<file path="src/rtl/hd_pkg.sv">
// Shared definitions for the HD multiplier datapath and the on-the-fly converter:
// signed-digit encodings, converter state type and a digit decode helper.
package hd_pkg;

    // Online signed digit encoding: value = bit[1] - bit[0]; 2'b11 also means zero
    localparam logic [1:0] DIG_POS  = 2'b10;
    localparam logic [1:0] DIG_NEG  = 2'b01;
    localparam logic [1:0] DIG_ZERO = 2'b00;

    typedef enum logic {
        ACCUM = 1'b0,
        DONE  = 1'b1
    } otf_state_t;

    // True for both zero encodings (2'b00 and 2'b11)
    function automatic logic dig_is_zero(input logic [1:0] dig);
        return (dig != DIG_POS) && (dig != DIG_NEG);
    endfunction

endpackage

</file>
<file path="src/rtl/otf_update_hd.sv">
// Next-value logic for the on-the-fly conversion registers Q and QM = Q - 1.
// One signed digit is appended per call; the MSB is dropped to keep W bits.
module otf_update_hd
    import hd_pkg::*;
#(
    parameter int W = 17
) (
    input  logic [1:0]   digit,
    input  logic [W-1:0] q,
    input  logic [W-1:0] qm,
    output logic [W-1:0] q_next,
    output logic [W-1:0] qm_next
);

    // Append the digit to Q/QM; a negative digit borrows through QM
    always_comb begin
        q_next  = {q[W-2:0], 1'b0};
        qm_next = {qm[W-2:0], 1'b1};
        case (digit)
            DIG_POS: begin
                q_next  = {q[W-2:0], 1'b1};
                qm_next = {q[W-2:0], 1'b0};
            end
            DIG_NEG: begin
                q_next  = {qm[W-2:0], 1'b1};
                qm_next = {qm[W-2:0], 1'b0};
            end
            default: begin
                q_next  = {q[W-2:0], 1'b0};
                qm_next = {qm[W-2:0], 1'b1};
            end
        endcase
    end

endmodule

</file>
<file path="src/rtl/otf_converter_hd.sv">
// On-the-fly converter: turns an MSD-first stream of DIGITS signed digits into a
// DIGITS+1 bit two's-complement word with valid/ready handshakes on both sides.
// Optional feature: define OTF_ZERO_FLAG_EN to add the result_zero output.
module otf_converter_hd
    import hd_pkg::*;
#(
    parameter int DIGITS    = 16,
    parameter int CNT_WIDTH = 5
) (
    input  logic              clk,
    input  logic              asyn_reset,
    input  logic [1:0]        p_value,
    input  logic              data_in_vld,
    output logic              data_in_rdy,
    output logic [DIGITS:0]   result,
    output logic              result_vld,
    input  logic              result_rdy
`ifdef OTF_ZERO_FLAG_EN
    ,
    output logic              result_zero
`endif
);

    localparam int W = DIGITS + 1;
    localparam logic [CNT_WIDTH-1:0] LAST_CNT = CNT_WIDTH'(DIGITS - 1);

    otf_state_t           state_r;
    logic [CNT_WIDTH-1:0] cnt_r;
    logic [W-1:0]         q_r;
    logic [W-1:0]         qm_r;

    logic                 xfer_s;
    logic [W-1:0]         base_q_s;
    logic [W-1:0]         base_qm_s;
    logic [CNT_WIDTH-1:0] cnt_base_s;
    logic [W-1:0]         q_nxt_s;
    logic [W-1:0]         qm_nxt_s;

    assign data_in_rdy = (state_r == ACCUM) || ((state_r == DONE) && result_rdy);
    assign xfer_s      = data_in_vld && data_in_rdy;
    assign result      = q_r;
    assign result_vld  = (state_r == DONE);

    // A digit taken while leaving DONE starts a new word from the initial Q/QM
    always_comb begin
        base_q_s   = q_r;
        base_qm_s  = qm_r;
        cnt_base_s = cnt_r;
        if (state_r == DONE) begin
            base_q_s   = '0;
            base_qm_s  = '1;
            cnt_base_s = '0;
        end else begin
            base_q_s   = q_r;
            base_qm_s  = qm_r;
            cnt_base_s = cnt_r;
        end
    end

    otf_update_hd #(
        .W (W)
    ) u_update (
        .digit   (p_value),
        .q       (base_q_s),
        .qm      (base_qm_s),
        .q_next  (q_nxt_s),
        .qm_next (qm_nxt_s)
    );

    // Word FSM: accumulate digits, present the result, restart on handoff
    always_ff @(posedge clk or negedge asyn_reset) begin
        if (!asyn_reset) begin
            state_r <= ACCUM;
            cnt_r   <= '0;
            q_r     <= '0;
            qm_r    <= '1;
        end else if (xfer_s) begin
            q_r  <= q_nxt_s;
            qm_r <= qm_nxt_s;
            if (cnt_base_s == LAST_CNT) begin
                state_r <= DONE;
                cnt_r   <= '0;
            end else begin
                state_r <= ACCUM;
                cnt_r   <= cnt_base_s + CNT_WIDTH'(1);
            end
        end else if ((state_r == DONE) && result_rdy) begin
            state_r <= ACCUM;
            cnt_r   <= '0;
            q_r     <= '0;
            qm_r    <= '1;
        end else begin
            state_r <= state_r;
            cnt_r   <= cnt_r;
            q_r     <= q_r;
            qm_r    <= qm_r;
        end
    end

`ifdef OTF_ZERO_FLAG_EN
    logic zero_r;

    assign result_zero = zero_r;

    // Sticky all-digits-zero flag, restarted on the first digit of each word
    always_ff @(posedge clk or negedge asyn_reset) begin
        if (!asyn_reset) begin
            zero_r <= 1'b0;
        end else if (xfer_s) begin
            if (cnt_base_s == '0) begin
                zero_r <= dig_is_zero(p_value);
            end else begin
                zero_r <= zero_r & dig_is_zero(p_value);
            end
        end else begin
            zero_r <= zero_r;
        end
    end
`endif

endmodule

</file>
<file path="config.mk">
export PLATFORM = sky130hd
export DESIGN_NAME = otf_converter_hd
export DESIGN_NICKNAME = d
export VERILOG_FILES = /design/src/rtl/hd_pkg.sv /design/src/rtl/otf_update_hd.sv /design/src/rtl/otf_converter_hd.sv
export SDC_FILE = /design/constraint.sdc
export NUM_CORES = 1
export LEC_CHECK = 0
export ABC_AREA = 1
export BUFFER_PORTS_ARGS = -buffer_cell sky130_fd_sc_hd__buf_4
export CAP_MARGIN = 0
export CORE_AREA = 2 2 81 83
export DETAILED_ROUTE_END_ITERATION = 16
export DIE_AREA = 0 0 83 85
export GPL_TIMING_DRIVEN = 0
export HOLD_SLACK_MARGIN = 0.05
export PLACE_DENSITY = 0.61
export SLEW_MARGIN = 5
export SYNTH_ARGS = -nofsm -noshare
export SYNTH_HDL_FRONTEND = slang
export SYNTH_SLANG_ARGS = --single-unit
</file>
<file path="constraint.sdc">
create_clock -name clk -period 2.3 [get_ports clk]
set_clock_uncertainty 0.1 [all_clocks]
set_input_delay 0.46 -clock clk [delete_from_list [all_inputs] [get_ports clk]]
set_output_delay 0.46 -clock clk [all_outputs]
set_load 0.01 [all_outputs]
</file>
# ---- Yosys cells after proc, flatten, opt, wreduce, memory -nomap -nowiden
# Cells that the tools add are included.
dict set report totals {
  regBits 39
  latchBits 0
  ramBits 0
  mem_bits_ro 0
  inputBits 6
  out_inout_bits 19
  elab_cells 28
  memories 0
}
dict set report op_classes {
  addsub 1
  mul 0
  div_mod_pow 0
  magnitude_cmp 0
  eq_ne 3
  n_shift 0
  n_mux 15
  bitwise_logic 1
  n_reduce_logical 4
}
# op count
set op_table {}
lappend op_table {{2-to-1 mux 16 bit} 4}
lappend op_table {{2-to-1 mux 17 bit} 2}
lappend op_table {{one-hot mux 17 bit (2 select lines)} 1}
lappend op_table {{one-hot mux 16 bit (2 select lines)} 1}
lappend op_table {{2-to-1 mux 5 bit} 4}
lappend op_table {{adder 5 x 1 -> 5 bit, second input constant} 1}
lappend op_table {{== test 5 x 4 -> 1 bit, second input constant} 1}
lappend op_table {{2-to-1 mux 1 bit} 3}
lappend op_table {{== test 2 x 1 -> 1 bit, second input constant} 1}
lappend op_table {{== test 2 bit, second input constant} 1}
lappend op_table {{logical AND 1 bit} 2}
lappend op_table {{nonzero test 2 bit} 1}
lappend op_table {{logical OR 1 bit} 1}
lappend op_table {{inverter 1 bit} 1}

# ---- Longest topological paths before layout
# Gate-level depths: netlist of the first run.
dict set report depth {
  depth_word 4
  ltp_mapped 9
  mapped_depth_nobuf 8
}

# ---- By module
# A second synthesis of the first run with hierarchy kept.
dict set report unflattened {
  cells_unflattened 350
  hier_area_um2 2459.9
}
# module instances cells_per_inst area_each_um2 seq_area_each_um2
set by_module_without_submodules {}
lappend by_module_without_submodules {otf_converter_hd 1 208 1825.5 1022.2}
lappend by_module_without_submodules {otf_update_hd 1 142 634.4 0.0}

# ---- Worst setup path after synthesis of the first run
# OpenSTA, ideal clock, no wires.
dict set report synth_timing {
  kind {register to register}
  startpoint {register state_r, in the netlist result_vld}
  endpoint {register cnt_r[3]}
  setup_ns 0.117
  t_arrival_ns 1.366
  path_slack_ns 0.717
  path_stages_with_launch 10
  n_path_buf 2
  period_less_slack_ns 1.583
  path_cell_list {dfrtp_1 > buf_6 > clkbuf_1 > nor2_1 > ha_1 > nand3_2 > nor2_1 > nand2_1 > nand3_1 > nand2_1}
}
dict set report synth_between {
  elab_chain_cells 4
  elab_cells_between_ends 10
  cone_classes {add/sub (1); eq/ne (1); mux (3); bitwise (1); reduce/logical (4)}
}
# element line_no
set synth_lines {}
lappend synth_lines {{start: declaration} otf_converter_hd.sv:27} ;# otf_state_t state_r;
lappend synth_lines {{start signal: assignment} otf_converter_hd.sv:93} ;# state_r <= state_r;
lappend synth_lines {{2-to-1 mux 5 bit (tied with other cells)} otf_converter_hd.sv:49} ;# if (state_r == DONE) begin
lappend synth_lines {{adder 5 x 1 -> 5 bit (tied with other cells)} otf_converter_hd.sv:85} ;# cnt_r <= cnt_base_s + CNT_WIDTH'(1);
lappend synth_lines {{2-to-1 mux 5 bit / logical AND 1 bit (equally long branches)} {otf_converter_hd.sv:80, otf_converter_hd.sv:40}}
lappend synth_lines {{2-to-1 mux 5 bit / nonzero test 2 bit (equally long branches)} --}
lappend synth_lines {{end signal: assignment} otf_converter_hd.sv:85}
lappend synth_lines {{end signal: assignment} otf_converter_hd.sv:94} ;# cnt_r <= cnt_r;
lappend synth_lines {{end: declaration} otf_converter_hd.sv:28} ;# logic [CNT_WIDTH-1:0] cnt_r;
# Parallel ways exist; a longest one is shown, timed or not.
# A chain may end at the register's enable or synchronous reset.

# ---- Worst setup path in the final report of the first run
# Ends and elaborated chain as after synthesis.

==> reports/qor.txt, run 1 <==
status -> completed
dpl hpwl -> 3930 um
clk_lat worst skew -> 0.30 ns
Num CTS Buffers -> 5
Critical Path Slowest Stage Cell -> dfrtp_1
chip width -> 83 um
CTS tree -> yes
delay-heaviest family, CP -> simple AND/OR/NAND/NOR gates
all-layer global routing usage -> 0.178
routed via count -> 2,103
IO Pins -> 25
yosys warns -> 0
Seq pwr share -> 0.461
worst slew margin relative to its limit -> 0.659
global-route wire length before repair -> 10,100 um
fin area -> 0.00266 mm2
arrival time worst endpoint -> 1.90 ns
Logic pwr share -> 0.327
RSZ-0062 raised after global routing -> false
layout cells sized above 1 -> 0.239
initial antenna violation count -> 0
switching power -> 0.774 mW
Die Footprint -> 0.00706 mm2
Internal Power -> 1.39 mW
switching fraction of total power -> 0.358
Required @ worst endpoint -> 2.40 ns
die height -> 85 um
VDD IR max -> 0.416 mV
critical setup path kind -> reg -> reg
post-CTS setup buffers -> 0
critical path peak fanout -> 10
Final Critical Period -> 1.80 ns
CTS sink count -> 39
grt total ovfl -> 0
Buf/Inv on CP -> 2
Final GP Congestion -> 0.787
flops & latches, synth -> 39
fin. max-slew vios -> 0
Fmax achieved -> 555 MHz
drt drc -> 0
period utilisation layout -> 0.783
Avg Vias per Cell -> 5.21
worst setup margin -> 0.499 ns
Fillers -> 653
CTS Hold Bufs -> 0
TNS Setup -> 0 ns
Starting Density -> 0.371
worst hold path type -> in -> async
PostCTS Resize Cnt -> 0
routed len/inst -> 14.6 um
routed wire length -> 5900 um
Antenna Nets Post-Route -> 0
Finished Core Util -> 0.428
Post-Synthesis Mean Instance Area -> 7.78 um2
H-tree Lvls -> 2
Cell Pwr Density -> 814 mW/mm2
number of global-route vias before repair -> 2,096
max_cap viols -> 0
Clk pwr share -> 0.212
Mapped Area -> 0.00230 mm2
core area -> 0.00620 mm2
# setup viols final -> 0
Layout area overhead -> 15.3%
clk buf depth -> 2
Final Power -> 2.16 mW
Worst Setup End Kind -> register
initial DRC count -> 136
Worst-path clk slew -> 0.08 ns
clock root buffer -> clkbuf_8
Initial DRT Pass Iterations -> 5
Distinct cells, synth -> 24
CP peak stage delay -> 0.39 ns
startpoint types -> register
pre-CTS setup slack -> 0.414 ns
largest net degree at the start of global routing -> 40
Antenna Cells -> 0
Worst Max-Slew Pin Slew -> 0.512 ns
worst-path cell chain -> buf_6, clkbuf_1, nor2_1, ha_1, nand3_2, nor2_1, nand2_1, nand3_1, nand2_1
row count -> 29
sequential share of the synthesized area -> 0.432
Mapped Nets -> 305
leakage -> 1.25 nW
Mapped Cells -> 296
Placed Area -> 0.00258 mm2
port bufs -> 24
final net count -> 336
Final Hold Viols -> 0
## Yosys cell counts
| master | number | area, um2 |
|---|---|---|
| nand2_2 | 1 | 6.26 |
| nor2_4 | 1 | 11.3 |
| clkbuf_1 | 4 | 15.0 |
| nand3_2 | 1 | 10.0 |
| o21ai_1 | 26 | 130 |
| o21ai_0 | 26 | 130 |
| inv_2 | 2 | 7.51 |
| nand3_1 | 52 | 260 |
| nand2_4 | 2 | 22.5 |
| clkbuf_2 | 1 | 5.00 |
| buf_4 | 3 | 22.5 |
| inv_4 | 1 | 6.26 |
| nand2_1 | 44 | 165 |
| nor2_1 | 33 | 124 |
| dfstp_2 | 16 | 420 |
| nand2_8 | 1 | 20.0 |
| a21oi_2 | 7 | 61.3 |
| inv_1 | 25 | 93.8 |
| a21oi_1 | 9 | 45.0 |
| ha_1 | 3 | 37.5 |
| o22ai_1 | 2 | 12.5 |
| buf_2 | 4 | 20.0 |
| buf_6 | 9 | 101 |
| dfrtp_1 | 23 | 576 |
## registers in the layout, summed over array words and instances, names as in the netlist
register and count:
result 17, qm_r 16, cnt_r 5, result_vld 1
## power by group through the flow
| stage | combinational, mW | sequential, mW | clock (mW) |
|---|---|---|---|
| global placement | 0.702 | 1.01 | 0 |
| detailed placement | 0.712 | 1.01 | 0 |
| CTS | 0.715 | 0.998 | 0.465 |
| global route | 0.810 | 1.02 | 0.490 |
| floorplan | 0.459 | 1.01 | 0 |
| finish | 0.708 | 0.997 | 0.458 |
## layout make-up
| class | instances | area (um2) | area share |
|---|---|---|---|
| Inverter | 28 | 108 | 0.0405 |
| Sequential cell | 39 | 996 | 0.375 |
| Multi-Input combinational cell | 208 | 1040 | 0.390 |
| Buffer | 21 | 164 | 0.0617 |
| Clock buffer | 7 | 76.3 | 0.0287 |
| Tap cell | 77 | 96.3 | 0.0363 |
| Timing Repair Buffer | 24 | 180 | 0.0678 |
## kinds of logic after synthesis
kind of cell,Yosys count,share of synthesized area
buf+inv,49,0.118
flops,39,0.432
fa+ha+maj,3,0.0163
compound gates,70,0.165
simple gates,135,0.269
## stage by stage
step | hold WS, ns | std cells
3_3_place_gp | 0.376 | 397
2_1_floorplan | 0.0644 | 296
3_5_place_dp | 0.373 | 397
6_report | 0.0309 | 404
4_1_cts | 0.0511 | 404
5_1_grt | 0.0732 | 404
## worst paths after layout
check,from,end,slack (ns),depth (start not counted)
setup / recovery,result_vld,cnt_r[3],0.50,9
hold / removal,asyn_reset,cnt_r[3],0.03,1
setup reg to reg,result_vld,cnt_r[3],0.50,9
hold reg to reg,qm_r[15],qm_r[15],0.41,2
max in group asynchronous,asyn_reset,qm_r[4],1.70,1
min in group clk,data_in_vld,cnt_r[4],0.38,3
## routing by layer
metal	track usage	wire (um)
met1	0.240	2800
met2	0.288	2700
met3	0.0370	313
met4	0.0596	89
met5	0	0
## cells in the final DEF, fill, tap and decap left out, types with 2 or more instances in the layout
master and n:
nand3_1 52, nand2_1 44, nor2_1 33, buf_4 27, o21ai_0 26, o21ai_1 26, inv_1 25, dfrtp_1 23
dfstp_2 16, buf_6 9, a21oi_1 9, a21oi_2 7, clkbuf_1 6, clkbuf_8 5, buf_2 4, ha_1 3
nand2_4 2, inv_2 2, o22ai_1 2
No activity file was read; power rests on OpenSTA's default activity.
==> run 2, diff against run 1 <==
clock period = 1.8 ns   (was 2.3 ns; I/O delays follow)
==> run 2 against run 1 <==
Net effect:
- setup slack lost 0.34 ns
- final cell count grew 0.25%
- routed wire length grew 1.4%
- first-iteration DRC count shrank 24%
- sequential cell count is the same
- global-route usage is the same
- utilization grew 0.50 points
- count of clock-buffer cells in the layout is the same
- sequential power grew 28%
- combinational power grew 32%
- via count is essentially flat
- sequential share of layout area shrank 0.44 points
- largest cell class unchanged
- highest routed layer unchanged
==> reports/qor.txt, run 2 (synthesized netlist as in run 1, its figures left out) <==
status -> completed
critical path endpoint -> cnt_r[3]
Starting Density -> 0.371 (unchanged)
Initial DRT Pass Iterations -> 4 (-1)
dpl hpwl -> 3930 um (unchanged)
non-filler cells, final -> 405 (+0.25%)
Num CTS Buffers -> 5 (unchanged)
Placed Instances -> 397 (unchanged)
CTS sink count -> 39 (unchanged)
Worst Max-Slew Pin Slew -> 0.511 ns (-0.000555 ns)
Worst-path clk slew -> 0.08 ns (about the same)
worst hold path type -> in -> reg
H-tree Lvls -> 2 (unchanged)
max_cap viols -> 0 (unchanged)
drt drc -> 0 (unchanged)
clk_lat worst skew -> 0.30 ns (about the same)
IO Pins -> 25 (unchanged)
delay-heaviest family, CP -> simple AND/OR/NAND/NOR gates
pre-CTS setup slack -> 0.0136 ns (-0.400 ns)
critical setup path kind -> reg -> reg
Final Hold Viols -> 0 (unchanged)
row count -> 29 (unchanged)
grt total ovfl -> 0 (unchanged)
core area -> 0.00620 mm2 (unchanged)
period utilisation layout -> 0.910 (+0.127)
fin. max-slew vios -> 0 (unchanged)
Die Footprint -> 0.00706 mm2 (unchanged)
layout cells sized above 1 -> 0.250 (+0.0115)
max FFs per register -> 17 (unchanged)
all-layer global routing usage -> 0.178 (unchanged)
Cell Pwr Density -> 1040 mW/mm2 (+28%)
switching power -> 1.01 mW (+31%)
met2 WL -> 2760 um (+2.3%)
switching fraction of total power -> 0.361 (+0.00314)
Worst R2R Path Depth -> 9 (unchanged)
chip width -> 83 um (unchanged)
post-CTS setup buffers -> 0 (unchanged)
Seq pwr share -> 0.456 (-0.005)
commonest non-fill, non-tap cell in the layout -> nand3_1
reg-to-reg endpoint -> cnt_r[3]
worst-path cell chain -> buf_6, buf_4, nor2_2, ha_4, nand3_2, nor2_2, nand2_1, nand3_1, nand2_1
worst slew margin relative to its limit -> 0.659 (about the same)
M1 wire length -> 2880 um (+2.6%)
Stages on worst setup path -> 9 (unchanged)
Internal Power -> 1.79 mW (+29%)
Logic pwr share -> 0.334 (+0.007)
clk buf depth -> 2 (unchanged)
Antenna Nets Post-Route -> 0 (unchanged)
initial DRC count -> 103 (-24%)
commonest non-fill, non-tap cells in the layout -> nand3_1 (52), nand2_1 (44), nor2_1 (31)
CTS tree -> yes
TNS Setup -> 0 ns (unchanged)
final net count -> 337 (+0.30%)
Layout area overhead -> 16.7%
Clk pwr share -> 0.210 (-0.002)
Critical Path Slowest Stage Cell -> dfrtp_1
met3 wire length -> 267 um (-15%)
critical path peak fanout -> 10 (unchanged)
Worst Setup End Kind -> register
Top Metal Used -> met4
routed via count -> 2,105 (+0.095%)
critical path launch point -> result_vld
reg2reg setup slack -> 0.16 ns (-0.34 ns)
Fillers -> 654 (+0.15%)
worst setup margin -> 0.163 ns (-0.336 ns)
routed wire length -> 5980 um (+1.4%)
VDD IR max -> 0.533 mV (+28%)
Final Critical Period -> 1.64 ns (-0.164 ns)
Required @ worst endpoint -> 1.90 ns (-0.50 ns)
largest net degree at the start of global routing -> 40 (unchanged)
number of global-route vias before repair -> 2,096 (unchanged)
startpoint types -> register
routed len/inst -> 14.8 um (+1.1%)
clock root buffer -> clkbuf_8
reg2reg start -> result_vld
Final GP Congestion -> 0.787 (unchanged)
CP peak stage delay -> 0.39 ns (about the same)
Avg Vias per Cell -> 5.20 (-0.15%)
Antenna Cells -> 0 (unchanged)
Fmax achieved -> 611 MHz (+10%)
die height -> 85 um (unchanged)
# setup viols final -> 0 (unchanged)
leakage -> 1.26 nW (+0.63%)
Buf/Inv on CP -> 2 (unchanged)
initial antenna violation count -> 0 (unchanged)
global-route wire length before repair -> 10,100 um (unchanged)
RSZ-0062 raised after global routing -> false
arrival time worst endpoint -> 1.74 ns (-0.16 ns)
port bufs -> 24 (unchanged)
## run 2: timing repair
action,CTS,global route
hold endpoints to repair,23,0
hold buffers,1,0
gates resized for setup,0,9
setup endpoints to repair,0,4
## run 2: worst min path at each step
| stage | end | depth (start not counted) | slack [ns] | start |
|---|---|---|---|---|
| detailed placement | cnt_r[3] | 1 | 0.27 | asyn_reset |
| CTS | cnt_r[4] | 3 | 0.28 | data_in_vld |
| floorplan | cnt_r[0] | 0 | -0.04 | asyn_reset |
| global route | cnt_r[4] | 3 | 0.30 | data_in_vld |
| finish | cnt_r[4] | 3 | 0.28 | data_in_vld |
| global placement | cnt_r[3] | 1 | 0.28 | asyn_reset |
## run 2: tightest hold or removal path, cell delays in order
cell,delay [ns]
buf_4,0.14
nand3_1,0.07
o21ai_0,0.07
## run 2: final cells by class
type	instances	area, um2	area share
Inverter	28	108	0.0400
Clock buffer	7	76.3	0.0284
Multi-Input combinational cell	208	1050	0.392
Timing Repair Buffer	25	190	0.0708
Tap cell	77	96.3	0.0358
Sequential cell	39	996	0.371
Buffer	21	168	0.0624
## run 2: metrics by stage
stage | power (mW) | util | hold slack [ns] | area [um2]
2_1_floorplan | 1.88 | - | -0.0356 | 2300
3_3_place_gp | 2.18 | 0.416 | 0.276 | 2580
3_5_place_dp | 2.20 | 0.416 | 0.273 | 2580
4_1_cts | 2.78 | 0.430 | 0.283 | 2670
5_1_grt | 3.00 | 0.433 | 0.298 | 2690
6_report | 2.80 | 0.433 | 0.281 | 2690
## run 2: per-layer routing
layer	global-route usage	up-vias
li1	-	1047
met1	0.240	1004
met2	0.288	46
met3	0.0370	8
met4	0.0596	0
met5	0	-
## run 2: power by group through the flow
stage	Sequential [mW]	Clock, mW	Combinational (mW)
after floorplan	1.29	0	0.586
after global placement	1.28	0	0.896
after detailed placement	1.29	0	0.910
after CTS	1.27	0.594	0.916
after global routing	1.30	0.626	1.07
final	1.28	0.589	0.935
==> run 3, diff against run 2 <==
clock period = 1.6 ns   (was 1.8 ns; I/O delays follow)
==> run 3 against run 2 <==
Net effect:
- die area did not move
- count of clock-buffer cells in the layout stayed put
- worst hold slack worse by 0.041 ns
- routed wire length grew 1.2%
- register-to-register slack worse by 0.15 ns
- sequential power up 12%
- utilization rose by 1.5 points
- sequential share of layout area fell by 1.2 points
==> reports/qor.txt, run 3 (synthesized netlist as in run 1, its figures left out) <==
TNS Setup -> 0 ns (unchanged)
fin. max-slew vios -> 0 (unchanged)
pre-CTS setup slack -> -0.175 ns (-0.189 ns)
worst slew margin relative to its limit -> 0.658 (-0.00181)
startpoint types -> register
RSZ-0062 raised after global routing -> true
clock root buffer -> clkbuf_8
largest net degree at the start of global routing -> 40 (unchanged)
Final Power -> 3.21 mW (+15%)
reg2reg start -> result_vld
Antenna Nets Post-Route -> 0 (unchanged)
Worst R2R Path Depth -> 9 (unchanged)
clk_lat worst skew -> 0.30 ns (about the same)
number of global-route vias before repair -> 2,128 (+1.5%)
Initial DRT Pass Iterations -> 4 (unchanged)
final net count -> 344 (+2.1%)
CTS sink count -> 39 (unchanged)
critical path endpoint -> data_in_rdy
Multi-input gate area -> 0.00108 mm2 (+2.4%)
Worst Setup End Kind -> output pin
chip width -> 83 um (unchanged)
commonest non-fill, non-tap cell in the layout -> nand3_1
cell mode on critical path -> buf_6
status -> completed
core area -> 0.00620 mm2 (unchanged)
Die Footprint -> 0.00706 mm2 (unchanged)
CP peak stage delay -> 0.40 ns (about the same)
Starting Density -> 0.371 (unchanged)
die height -> 85 um (unchanged)
register area -> 996 um2 (unchanged)
max FFs per register -> 17 (unchanged)
Fmax achieved -> 631 MHz
worst hold path type -> in -> reg
grt total ovfl -> 0 (unchanged)
reg2reg setup slack -> 0.01 ns (-0.15 ns)
worst setup margin -> 0.0141 ns (-0.149 ns)
Worst Max-Slew Pin Slew -> 0.514 ns (+0.00271 ns)
VDD IR max -> 0.600 mV (+12%)
leakage -> 1.30 nW (+3.6%)
arrival time worst endpoint -> 1.17 ns (-0.57 ns)
WHS -> 0.240 ns (-0.0408 ns)
Stages on worst setup path -> 4 (-5)
critical path launch point -> result_vld
Layout area overhead -> 20.6%
Final GP Congestion -> 0.787 (unchanged)
Worst-path clk slew -> 0.08 ns (about the same)
Avg Vias per Cell -> 5.16 (-0.77%)
CTS tree -> yes
Fillers -> 650 (-0.61%)
drt drc -> 0 (unchanged)
row count -> 29 (unchanged)
port bufs -> 24 (unchanged)
delay-heaviest family, CP -> flip-flops
dpl hpwl -> 3930 um (unchanged)
Num CTS Buffers -> 5 (unchanged)
max_cap viols -> 0 (unchanged)
IO Pins -> 25 (unchanged)
Antenna Cells -> 0 (unchanged)
critical setup path kind -> reg -> out
Final Hold Viols -> 0 (unchanged)
Buf/Inv on CP -> 3 (+1)
clk buf depth -> 2 (unchanged)
worst-path cell chain -> buf_6, buf_4, nand2_4, buf_6
reg-to-reg endpoint -> cnt_r[3]
initial antenna violation count -> 0 (unchanged)
routed len/inst -> 14.7 um (-0.55%)
initial DRC count -> 120 (+17%)
H-tree Lvls -> 2 (unchanged)
commonest non-fill, non-tap cells in the layout -> nand3_1 (51), nand2_1 (43), buf_4 (33)
Critical Path Slowest Stage Cell -> dfrtp_1
routed wire length -> 6050 um (+1.2%)
Required @ worst endpoint -> 1.18 ns (-0.72 ns)
fin area -> 0.00278 mm2 (+3.4%)
Placed Area -> 0.00258 mm2 (unchanged)
# setup viols final -> 0 (unchanged)
all-layer global routing usage -> 0.179 (+0.00103)
Final Critical Period -> 1.59 ns
critical path peak fanout -> 7 (-3)
layout cells sized above 1 -> 0.272 (+0.0216)
period utilisation layout -> 0.991
Cell Pwr Density -> 1160 mW/mm2 (+11%)
routed via count -> 2,125 (+0.95%)
global-route wire length before repair -> 10,200 um (+0.68%)
[run 3: stage by stage]
| stage | utilization | std cells |
|---|---|---|
| 3_5_place_dp | 0.416 | 397 |
| 4_1_cts | 0.435 | 405 |
| 5_1_grt | 0.448 | 412 |
| 6_report | 0.448 | 412 |
| 2_1_floorplan | - | 296 |
| 3_3_place_gp | 0.416 | 397 |
[run 3: worst min-delay path: cells and delay by family]
family,cells,cell delay (ns)
buffers and inverters,1,0.13
AOI/OAI and AO/OA,1,0.07
and+or+nand+nor,1,0.07
[run 3: cell type report]
cell class              instances  area share
plain buffers                  21      0.0639
multi-input cells             208       0.388
well taps                      77      0.0347
clock buffers                   7      0.0275
repair buffers                 32      0.0887
flip-flops and latches         39       0.358
inverters                      28      0.0387
[run 3: worst min-delay path by stage]
| stage | depth (start not counted) | end | startpoint |
|---|---|---|---|
| global route | 3 | cnt_r[4] | data_in_vld |
| global placement | 1 | cnt_r[3] | asyn_reset |
| finish | 3 | cnt_r[4] | data_in_vld |
| detailed placement | 1 | cnt_r[3] | asyn_reset |
| CTS | 3 | cnt_r[4] | data_in_vld |
| floorplan | 0 | cnt_r[0] | asyn_reset |
[run 3: power by group]
part           internal, mW  leakage (nW)  switching [mW]
sequential             1.27         0.458           0.174
clock                 0.301        0.0383           0.360
combinational         0.481         0.806           0.630
[run 3: routing by layer]
metal / part of all wire / global-route usage
met1: 0.49 / 0.239
met2: 0.46 / 0.291
met3: 0.042 / 0.0379
met4: 0.015 / 0.0611
met5: 0 / 0
[run 3: repair_timing]
| action | CTS | global route |
|---|---|---|
| endpoints found under the hold margin | 23 | 0 |
| endpoints found under the setup margin | 5 | 2 |
| pin swaps | 1 | 6 |
| resized for setup | 8 | 6 |
| buffers inserted | 0 | 7 |
| hold buffers | 1 | 0 |
